--- src/rtl/gen_gamma_pkg.sv ---
// Shared types and helpers for the generalized-gamma (Exp-Golomb order k) encoder/decoder pair.
package gen_gamma_pkg;

  typedef enum logic [1:0] {
    IDLE   = 2'd0,
    PREFIX = 2'd1,
    BODY   = 2'd2
  } state_t;

  // Longest codeword is 2*SIZE+1 bits; the length register must hold that value.
  function automatic int code_len_w(input int size);
    return $clog2(2 * size + 2);
  endfunction

  // Bit index into the SIZE+1-bit offset value v.
  function automatic int idx_w(input int size);
    return $clog2(size + 1);
  endfunction

  function automatic int unsigned sat_k(input int unsigned k, input int unsigned size);
    return (k > size - 1) ? size - 1 : k;
  endfunction

endpackage

--- src/rtl/gen_gamma_msb_index.sv ---
// Combinational priority encoder: index of the highest set bit (0 when value is zero).
module gen_gamma_msb_index #(
  parameter int W  = 9,
  parameter int IW = $clog2(W)
) (
  input  logic [W-1:0]  value,
  output logic [IW-1:0] index
);

  always_comb begin
    index = '0;
    for (int i = 0; i < W; i++) begin
      if (value[i]) index = IW'(i);
    end
  end

endmodule

--- src/rtl/gen_gamma_encoder.sv ---
// Serial Exp-Golomb order-k encoder, MSB-first, one bit per transfer.
// Optional: define GEN_GAMMA_ENC_LEN_EN to add the code_len output.
module gen_gamma_encoder
  import gen_gamma_pkg::*;
#(
  parameter int SIZE = 8,
  parameter int K_W  = $clog2(SIZE)
) (
  input  logic            clk,
  input  logic            rst,
  input  logic            in_valid,
  output logic            in_ready,
  input  logic [SIZE-1:0] in_data,
  input  logic [K_W-1:0]  in_k,
  output logic            bit_valid,
  input  logic            bit_ready,
  output logic            bit_out,
  output logic            bit_last
`ifdef GEN_GAMMA_ENC_LEN_EN
  ,
  output logic [code_len_w(SIZE)-1:0] code_len
`endif
);

  localparam int VW = SIZE + 1;
  localparam int IW = idx_w(SIZE);
  localparam int CW = code_len_w(SIZE);

  // Handshakes: a word is taken on in_valid && in_ready, a bit is taken on
  // bit_valid && bit_ready; while bit_ready is low every output and counter holds.

  state_t          state, state_nxt;
  logic [VW-1:0]   v_q, v_in;
  logic [IW-1:0]   idx_q, zcnt_q;
  logic [IW-1:0]   msb, k_eff, zeros_in;
  logic [CW-1:0]   total_in;
  logic            accept, xfer;

  assign k_eff    = IW'(sat_k(32'(in_k), 32'(SIZE)));
  assign v_in     = {1'b0, in_data} + (VW'(1) << k_eff);

  gen_gamma_msb_index #(
    .W  (VW),
    .IW (IW)
  ) u_msb (
    .value (v_in),
    .index (msb)
  );

  // v >= 2^k_eff, so msb >= k_eff and the prefix length is never negative.
  assign zeros_in = msb - k_eff;
  assign total_in = (CW'(msb) << 1) + CW'(1) - CW'(k_eff);

  assign in_ready  = (state == IDLE);
  assign accept    = in_valid && in_ready;
  assign bit_valid = (state != IDLE);
  assign xfer      = bit_valid && bit_ready;
  assign bit_out   = (state == BODY) && v_q[idx_q];
  assign bit_last  = (state == BODY) && (idx_q == '0);

  always_comb begin
    state_nxt = state;
    case (state)
      IDLE:    if (accept) state_nxt = (zeros_in == '0) ? BODY : PREFIX;
      PREFIX:  if (xfer && zcnt_q == IW'(1)) state_nxt = BODY;
      BODY:    if (xfer && idx_q == '0) state_nxt = IDLE;
      default: state_nxt = IDLE;
    endcase
  end

  always_ff @(posedge clk or posedge rst) begin
    if (rst) begin
      state  <= IDLE;
      v_q    <= '0;
      idx_q  <= '0;
      zcnt_q <= '0;
    end else begin
      state <= state_nxt;
      if (accept) begin
        v_q    <= v_in;
        idx_q  <= msb;
        zcnt_q <= zeros_in;
      end else if (xfer) begin
        if (state == PREFIX) zcnt_q <= zcnt_q - 1'b1;
        else if (idx_q != '0) idx_q <= idx_q - 1'b1;
      end
    end
  end

`ifdef GEN_GAMMA_ENC_LEN_EN
  always_ff @(posedge clk or posedge rst) begin
    if (rst)         code_len <= '0;
    else if (accept) code_len <= total_in;
  end
`else
  logic unused_total;
  assign unused_total = ^total_in;
`endif

endmodule

--- config.mk ---
export PLATFORM = sky130hd
export DESIGN_NAME = gen_gamma_encoder
export DESIGN_NICKNAME = d
export VERILOG_FILES = /design/src/rtl/gen_gamma_pkg.sv /design/src/rtl/gen_gamma_msb_index.sv /design/src/rtl/gen_gamma_encoder.sv
export SDC_FILE = /design/constraint.sdc
export NUM_CORES = 1
export LEC_CHECK = 0
export ABC_AREA = 0
export CAP_MARGIN = 20
export CELL_PAD_IN_SITES_DETAIL_PLACEMENT = 1
export CELL_PAD_IN_SITES_GLOBAL_PLACEMENT = 1
export CORE_UTILIZATION = 47
export CTS_BUF_LIST = sky130_fd_sc_hd__clkbuf_8
export CTS_CLUSTER_SIZE = 28
export DETAILED_ROUTE_END_ITERATION = 12
export GPL_TIMING_DRIVEN = 0
export PLACE_DENSITY_LB_ADDON = 0.25
export SYNTH_ARGS = -nofsm -noshare
export SYNTH_HDL_FRONTEND = slang
export SYNTH_HIERARCHICAL = 1
export SYNTH_SLANG_ARGS = --single-unit
--- constraint.sdc ---
create_clock -name clk -period 4.61 [get_ports clk]
set_input_delay 0.461 -clock clk [delete_from_list [all_inputs] [get_ports clk]]
set_output_delay 0.461 -clock clk [all_outputs]
set_load 0.03 [all_outputs]
Word level (Yosys, flattened, before mapping):

Cells that the tools add are included.

* input port bits: 15
* register bits after elaboration: 19
* word-level logic and storage cells: 56
* output and inout bits: 4

* reductions and logical operators: 17
* shift-type cells: 1
* $lt $le $gt $ge: 1
* multiplexer cells: 22
* add/sub/neg operators: 4
* eq/ne operators: 7

Operators by type and width (count)
* 4-bit two-way mux: 8
* 2-bit two-way mux: 6
* 3-bit two-way mux: 4
* 8-bit by 9-bit adder with 9-bit output: 1
* 1-bit by 3-bit << shifter with 9-bit output (first input constant): 1
* 4-bit zero test: 2
* 2-bit nonzero test: 4
* 4-bit by 1-bit subtractor with 4-bit output (second input constant): 2
* 1-bit logical AND: 6
* 2-bit one-hot mux with 3 select lines: 1
* 3-bit AND reduction: 2
* 4-bit by 5-bit less-than comparator with 1-bit output (second input constant): 1
* 1-bit binary-select mux with 4-bit select: 1
* 4-bit by 1-bit == test with 1-bit output (second input constant): 1
* 2-bit by 1-bit != test with 1-bit output (second input constant): 2
* 2-bit != test (second input constant): 2
* 4-bit nonzero test: 1
* 4-bit by 3-bit subtractor with 4-bit output: 1
* 2-bit by 1-bit == test with 1-bit output (second input constant): 1
* 2-bit == test (second input constant): 1
* 2-bit zero test: 1
* 1-bit two-way mux: 2
* 2-bit AND reduction: 1

Depth between registers and ports, before layout:

Gate-level depths: netlist of the first run.

* word-level depth: 15
* mapped depth: 18
* mapped depth without buffers: 18

By module:

Netlist of the first run, hierarchy kept.

By module, submodules not included
* gen_gamma_encoder: area an instance 1512.7 sq um, times used 1, cells an instance 164, seq. area each 475.5 sq um
* gen_gamma_msb_index: area an instance 75.1 sq um, times used 1, cells an instance 12, seq. area each 0.0 sq um

Worst setup path before layout of the first run:

Ideal clock, no wire load.

* kind: input to register
* start point: input port in_k[1]
* end point: register state[1]
* path buffers: 0
* required time: 4544 ps
* arrival: 3789 ps
* slack: 755 ps
* library setup time: 66 ps
* stages on the path: 16
* cell sequence: inv_1 > and3_1 > fa_1 > a211oi_1 > nor2_1 > o31a_1 > o21ai_1 > nand2b_1 > o41ai_2 > inv_1 > ha_1 > inv_1 > fa_1 > nand2b_1 > nor4b_1 > a31o_1

* elaborated cells on any way between the ends: 15
* those cells by class: add/sub: 2; shift: 1; mux: 11; reduce/logical: 1

RTL lines
* start: declaration: RTL line gen_gamma_encoder.sv:14 `input logic [K_W-1:0] in_k,`
* 1-bit by 3-bit << shifter with 9-bit output: RTL line gen_gamma_encoder.sv:40 `assign v_in = {1'b0, in_data} + (VW'(1) << k_eff);`
* 8-bit by 9-bit adder with 9-bit output: RTL line gen_gamma_encoder.sv:40
* via v_in[8]: RTL line gen_gamma_encoder.sv:33 `logic [VW-1:0] v_q, v_in;`
* 4-bit two-way mux: RTL line gen_gamma_msb_index.sv:13 `if (value[i]) index = IW'(i);`
* via msb[0]: RTL line gen_gamma_encoder.sv:35 `logic [IW-1:0] msb, k_eff, zeros_in;`
* 4-bit by 3-bit subtractor with 4-bit output: RTL line gen_gamma_encoder.sv:51 `assign zeros_in = msb - k_eff;`
* 4-bit zero test: RTL line gen_gamma_encoder.sv:64 `IDLE: if (accept) state_nxt = (zeros_in == '0) ? BODY : PREFIX;`
* 2-bit two-way mux (2 in a row): RTL line gen_gamma_encoder.sv:64
* 2-bit one-hot mux with 3 select lines: RTL line gen_gamma_encoder.sv:63 `case (state)`
* end signal: assignment: RTL line gen_gamma_encoder.sv:78 `state <= state_nxt;`
* end: declaration: RTL line gen_gamma_encoder.sv:32 `state_t state, state_nxt;`

The timed path passes the listed nets, and every way through them passes these cells. The select of a mux whose other input is x is not followed.
A chain may end at the register's enable or synchronous reset.

Worst setup path in the final report of the first run:

Same ends and word-level chain as after synthesis.

==> results.toml, run 1 <==
[setup_path]
criticalPathCategory = "primary input to register"
end_kind = "register"
startpoint = "in_k[1]"
worst-path-max-fanout = 6
critPathLaunchType = "primary input"
crit_required_ps = 4820
arrival_ps = 4630
r2r_start = "idx_q[0]"

[clock_tree]
cts_tree = "done"
clockRootBuffer = "clkbuf_8"
clk_pin_slew_worst_paths_ps = 80
htree_levels = 1
worstSkewPairLatency_ps = 260
cts_max_path_buffers = 2
cts_buffers = 3
clock_sinks = 19

[flow_run]
cap_viol_max_count = 0

[pwr]
p_clk_share_pct = 12.6
ir_drop_mv = 0.153
combPwrFrac_pct = 52.0
p_per_area_mw_per_mm2 = 488
swShare_pct = 41.9
power.total_uw = 937
p_int_uw = 545
p_switching_uw = 392
p_leak_nw = 0.871
seqPwrFrac_pct = 35.4

[sta]
tightest_slew_ps = 740
hold_violations = 0
rsz0062_at_grt = "no"
timing.hold.ws_ps = 487
max_slew_margin_pct = 50.6
setup_slack_ps = 185
period_needed_ps = 4420
finalSetupViolCount = 0
finClkSkew_ps = 7.80
setup-tns-final_ps = 0
fin_crit_sh_pct = 96.0
slew_viol_final = 0
fmax_mhz = 226

[placed_design]
hpwl_microns = 3250
gp_congestion = 0.805
io_buffers = 18
pre_cts_ws_ps = -555

[finish]
syn_to_final_growth_pct = 21.0
final_util_pct = 61.4
fin_nets = 233
diodes = 0
drive_gt1_share_pct = 12.0

[worst_hold_path]
min_path_type = "register to register"
hp-start = "v_q[4]"

[synthesis]
synth_seq_cells = 19
syn_inst = 176
yosysWarnings = 6
avgSynthCellArea_sq_um = 9.02
netlist_area_sq_mm = 0.00159
yosysUniqueCellTypes = 42
synth_top_area_share_pct = 29.9
synth-edff-count = 0
yosysTopAreaCell = "dfrtp_1"
async_reset_ff_share_pct = 100
seq_area_frac_synth_pct = 29.9
ys.flop_type = "dfrtp_1"
synth.top_cells.by_area = "dfrtp_1 (30%), ha_1 (12%), nor2_1 (4.5%)"
synth_nets = 208
ys_top_cells_by_count = "dfrtp_1 (19), nor2_1 (19), nand2_1 (17), ha_1 (15), inv_1 (14)"

[route]
wl_per_cell_microns = 17.6
routed_wl_microns = 4290
drtPass1Iterations = 4
vias = 1402
via_per_inst = 5.75
route.detailed.drc = 0
drt_iter0_drc = 54
antenna_left = 0

[floorplanning]
start_util_pct = 50.8
rows = 20
io_pins = 19
die_x_microns = 60.1
die_area_sq_mm = 0.00361
core_area_sq_mm = 0.00313
die_y_microns = 60.1

[grt]
grt.overflow.total = 0
grt_antenna_before_repair = 0
grt_usage_pct = 26.4
grt_max_degree = 20
grt_pass1_wl_microns = 6860
grt_pass1_vias = 1478

[status]
outcome = "complete, no violations"
[flip-flops by register name (all words and copies together) (netlist names)]
register	flops
zcnt_q	4
v_q	9
state	2
idx_q	4
[layout make-up]
class | count | area, sq um
tap | 44 | 55.1
fill | 390 | 1210
timing repair buffer | 20 | 194
clock buffer | 3 | 41.3
sequential | 19 | 475
inverter | 14 | 52.6
multi-input combinational | 139 | 1070
buffer | 4 | 30.0
clock inverter | 1 | 5.00
[cell families after synthesis]
family	count (synthesis)	synth area share [%]
and+or+nand+nor	61	19.1
AOI/OAI and AO/OA	40	16.3
DFF	19	29.9
buffers and inverters	18	5.20
adders and majority gates	17	14.3
muxes	11	9.53
xor gates and xnor gates	10	5.52
[worst max-delay path, stage by stage]
cell,delay [ps]
clkdlybuf4s50_1,550
inv_2,100
and3_1,240
fa_2,410
a211oi_2,200
nor2_1,120
o31a_1,270
o21ai_1,180
nand2b_1,180
buf_4,190
inv_1,70
a21oi_2,70
o41ai_4,80
inv_1,80
ha_1,210
inv_1,70
fa_1,430
nand2b_1,210
nor4b_4,320
a31o_1,180
[power groups by stage]
stage / Combinational [mW] / Sequential [mW] / Clock (mW)
2_1_floorplan: 0.347 / 0.306 / 0
3_3_place_gp: 0.431 / 0.322 / 0
3_5_place_dp: 0.459 / 0.332 / 0
4_1_cts: 0.488 / 0.331 / 0.119
5_1_grt: 0.538 / 0.341 / 0.126
6_report: 0.488 / 0.332 / 0.118
[timing repair]
action	in CTS	in global routing
hold endpoints to repair	0	0
buffers inserted	1	1
setup endpoints to repair	2	3
hold buffers	0	0
pin swaps	0	2
resized for setup	5	3
[placed cells by master, fill, tap and decap left out, types with 3 or more instances in the layout]
cell	n
nor3_1	6
nand2b_1	3
mux2_2	5
inv_1	13
and3_1	4
xnor2_1	5
dfrtp_1	19
clkbuf_8	3
ha_1	15
clkdlybuf4s50_1	17
nor2b_1	3
a21o_1	3
a21oi_1	13
buf_4	4
o21ai_0	4
nor2_1	19
nand2_1	17
o21ai_1	6
xor2_1	5
[worst paths after layout]
check,end,slack (ps),depth (start not counted)
max,state[1],190,20
min,v_q[4],490,2
max reg2reg,idx_q[3],2720,8
min reg2reg,v_q[4],490,2
max in group asynchronous,zcnt_q[2],3510,2
min in group asynchronous,idx_q[1],620,2
[metal layers]
layer	part of all wire, %	global-route usage (%)
met5	0	0
met4	4.5	15.9
met3	2.3	3.25
met2	54	49.8
met1	39	27.1
[stage by stage]
step                      cell area, sq um  instances
after floorplan                       1590        176
after global placement                1820        238
after detailed placement              1820        238
after CTS                             1910        243
after global routing                  1920        244
final                                 1920        244
Power figures use the tool's default switching activity.
==> run 2, diff against run 1 <==
--- a/config.mk
+++ b/config.mk
@@ -9,8 +9,7 @@
 export CAP_MARGIN = 20
 export CELL_PAD_IN_SITES_DETAIL_PLACEMENT = 1
 export CELL_PAD_IN_SITES_GLOBAL_PLACEMENT = 1
-export CORE_UTILIZATION = 47
-export CTS_BUF_LIST = sky130_fd_sc_hd__clkbuf_8
+export CORE_UTILIZATION = 46
 export CTS_CLUSTER_SIZE = 28
 export DETAILED_ROUTE_END_ITERATION = 12
 export GPL_TIMING_DRIVEN = 0
==> run 2 against run 1 <==
  * First-iteration DRC count fell by 37%
  * Non-clock buffer count shrank 1
  * Cell count is 0.41% lower
  * Largest power group unchanged
  * Sequential cell count unchanged
  * Maximum frequency shrank 1.3%
  * Via count fell by 1.7%
  * Sequential share of layout area up 0.46 points
==> results.toml, run 2 (synthesized netlist as in run 1, its figures left out) <==
[status]
outcome = "complete, no violations"

[route]
routed-wl-met3_microns = 79
route.detailed.drc = 0
wl_per_cell_microns = 16.6
drtPass1Iterations = 4
drt_iter0_drc = 34
highest_layer = "met4"
via_per_inst = 5.67
antenna_left = 0
drt-met1-wl_microns = 1730
wl_met2_microns = 2110
routed_wl_microns = 4020
vias = 1378

[clock_tree]
worstSkewPairLatency_ps = 300
cts_hold_buf = 0
cts_buffers = 3
clock_sinks = 19
cts_tree = "done"
htree_levels = 1
cts_max_path_buffers = 2
clk_pin_slew_worst_paths_ps = 110
clockRootBuffer = "clkbuf_4"

[finish]
drive_gt1_share_pct = 10.6
syn_to_final_growth_pct = 18.8
regArea_sq_um = 475
multi_input_area_sq_mm = 0.00106
final_cell_mix = "nor2_1 (19), dfrtp_1 (19), nand2_1 (17), clkdlybuf4s50_1 (17), ha_1 (15)"
largest_reg_flops = 9
final_cell_area_sq_mm = 0.00189
fin_nets = 232
fill_cells = 376
reg.largest.list = "v_q x9, idx_q x4, zcnt_q x4"
largest_register = "v_q"
diodes = 0

[floorplanning]
die_x_microns = 60.8
start_util_pct = 50.4
io_pins = 19
die_y_microns = 60.8
rows = 20
core_area_sq_mm = 0.00315
die_area_sq_mm = 0.00369

[sta]
fmax_mhz = 223
tightest_slew_ps = 741
hold_violations = 0
period_needed_ps = 4480
finClkSkew_ps = 6.17
fin_crit_sh_pct = 97.3
slew_viol_final = 0
finalSetupViolCount = 0
max_slew_margin_pct = 50.6
timing.hold.ws_ps = 494

[setup_path]
crit_slowest_cell = "clkdlybuf4s50_1"
criticalPathCategory = "primary input to register"
crit_chain = "clkdlybuf4s50_1 -> inv_1 -> nor3_1 -> ha_1 -> a211oi_2 -> nor2_1 -> o31a_1 -> o21ai_1 -> nand2b_1 -> buf_4 -> inv_1 -> a21oi_2 -> o41ai_2 -> inv_1 -> ha_1 -> inv_1 -> fa_1 -> nand2b_1 -> nor4b_4 -> a31o_1"
end_kind = "register"
crit_required_ps = 4860
arrival_ps = 4740
cp_common_cell = "inv_1"
cpPeakStageDelay_ps = 540
critPathLaunchType = "primary input"
worst-path-max-fanout = 6

[grt]
grt_antenna_before_repair = 0
grt.overflow.total = 0
grt_max_degree = 20
grt_usage_pct = 24.6
grt_pass1_wl_microns = 6560
grt_pass1_vias = 1441

[placed_design]
dpl_cell_area_sq_mm = 0.00182
hpwl_microns = 3120
io_buffers = 18
gp_congestion = 0.789

[pwr]
p_per_area_mw_per_mm2 = 470
p_leak_nw = 0.861
ir_drop_mv = 0.144

[flow_run]
cap_viol_max_count = 0

[worst_hold_path]
min_path_type = "register to register"
## run 2: metrics by stage
step                      power [mW]  utilization (%)  worst slack, ps  cells  setup TNS [ps]
after floorplan                0.653                -              755    176               0
final                          0.886             59.8              125    243               0
after detailed placement       0.791             57.8             -472    238            -900
after global placement         0.753             57.8             -331    238            -619
after CTS                      0.883             58.8             17.5    242               0
after global routing           0.962             59.8            -95.1    243            -164
## run 2: final timing paths
path,startpoint,to,slack (ps),depth (start not counted)
setup / recovery,in_k[1],state[1],130,20
hold / removal,v_q[0],v_q[0],490,1
setup reg to reg,idx_q[0],idx_q[3],2720,8
hold reg to reg,v_q[0],v_q[0],490,1
max in group asynchronous,rst,idx_q[0],3560,2
min in group asynchronous,rst,state[0],580,2
## run 2: area by class of cell
cell class | count | area share, %
timing repair buffer | 19 | 10.1
clock buffer | 4 | 1.39
multi-input combinational | 139 | 56.0
inverter | 14 | 2.79
sequential | 19 | 25.2
tap | 44 | 2.92
buffer | 4 | 1.59
## run 2: power breakdown
part	internal [mW]	switching [mW]
sequential	0.251	0.0774
combinational	0.231	0.243
clock	0.0338	0.0511
total	0.515	0.371
## run 2: timing repair
action                                  in CTS  in global routing
endpoints found under the setup margin       2                  2
pin swaps                                    1                  1
resized for setup                            1                  5
setup buffers                                0                  1
## run 2: critical path: cells and delay by family
kind / cells / cell delay [ps]
adders and majority gates: 3 / 1010
and+or+nand+nor: 5 / 1140
AOI/OAI and AO/OA: 6 / 1040
buffers and inverters: 6 / 1100
## run 2: per-layer routing
| metal | global-route usage, % | vias up |
|---|---|---|
| met4 | 12.0 | 0 |
| met5 | 0 | - |
| li1 | - | 670 |
| met3 | 0.853 | 8 |
| met1 | 29.3 | 674 |
| met2 | 45.5 | 26 |
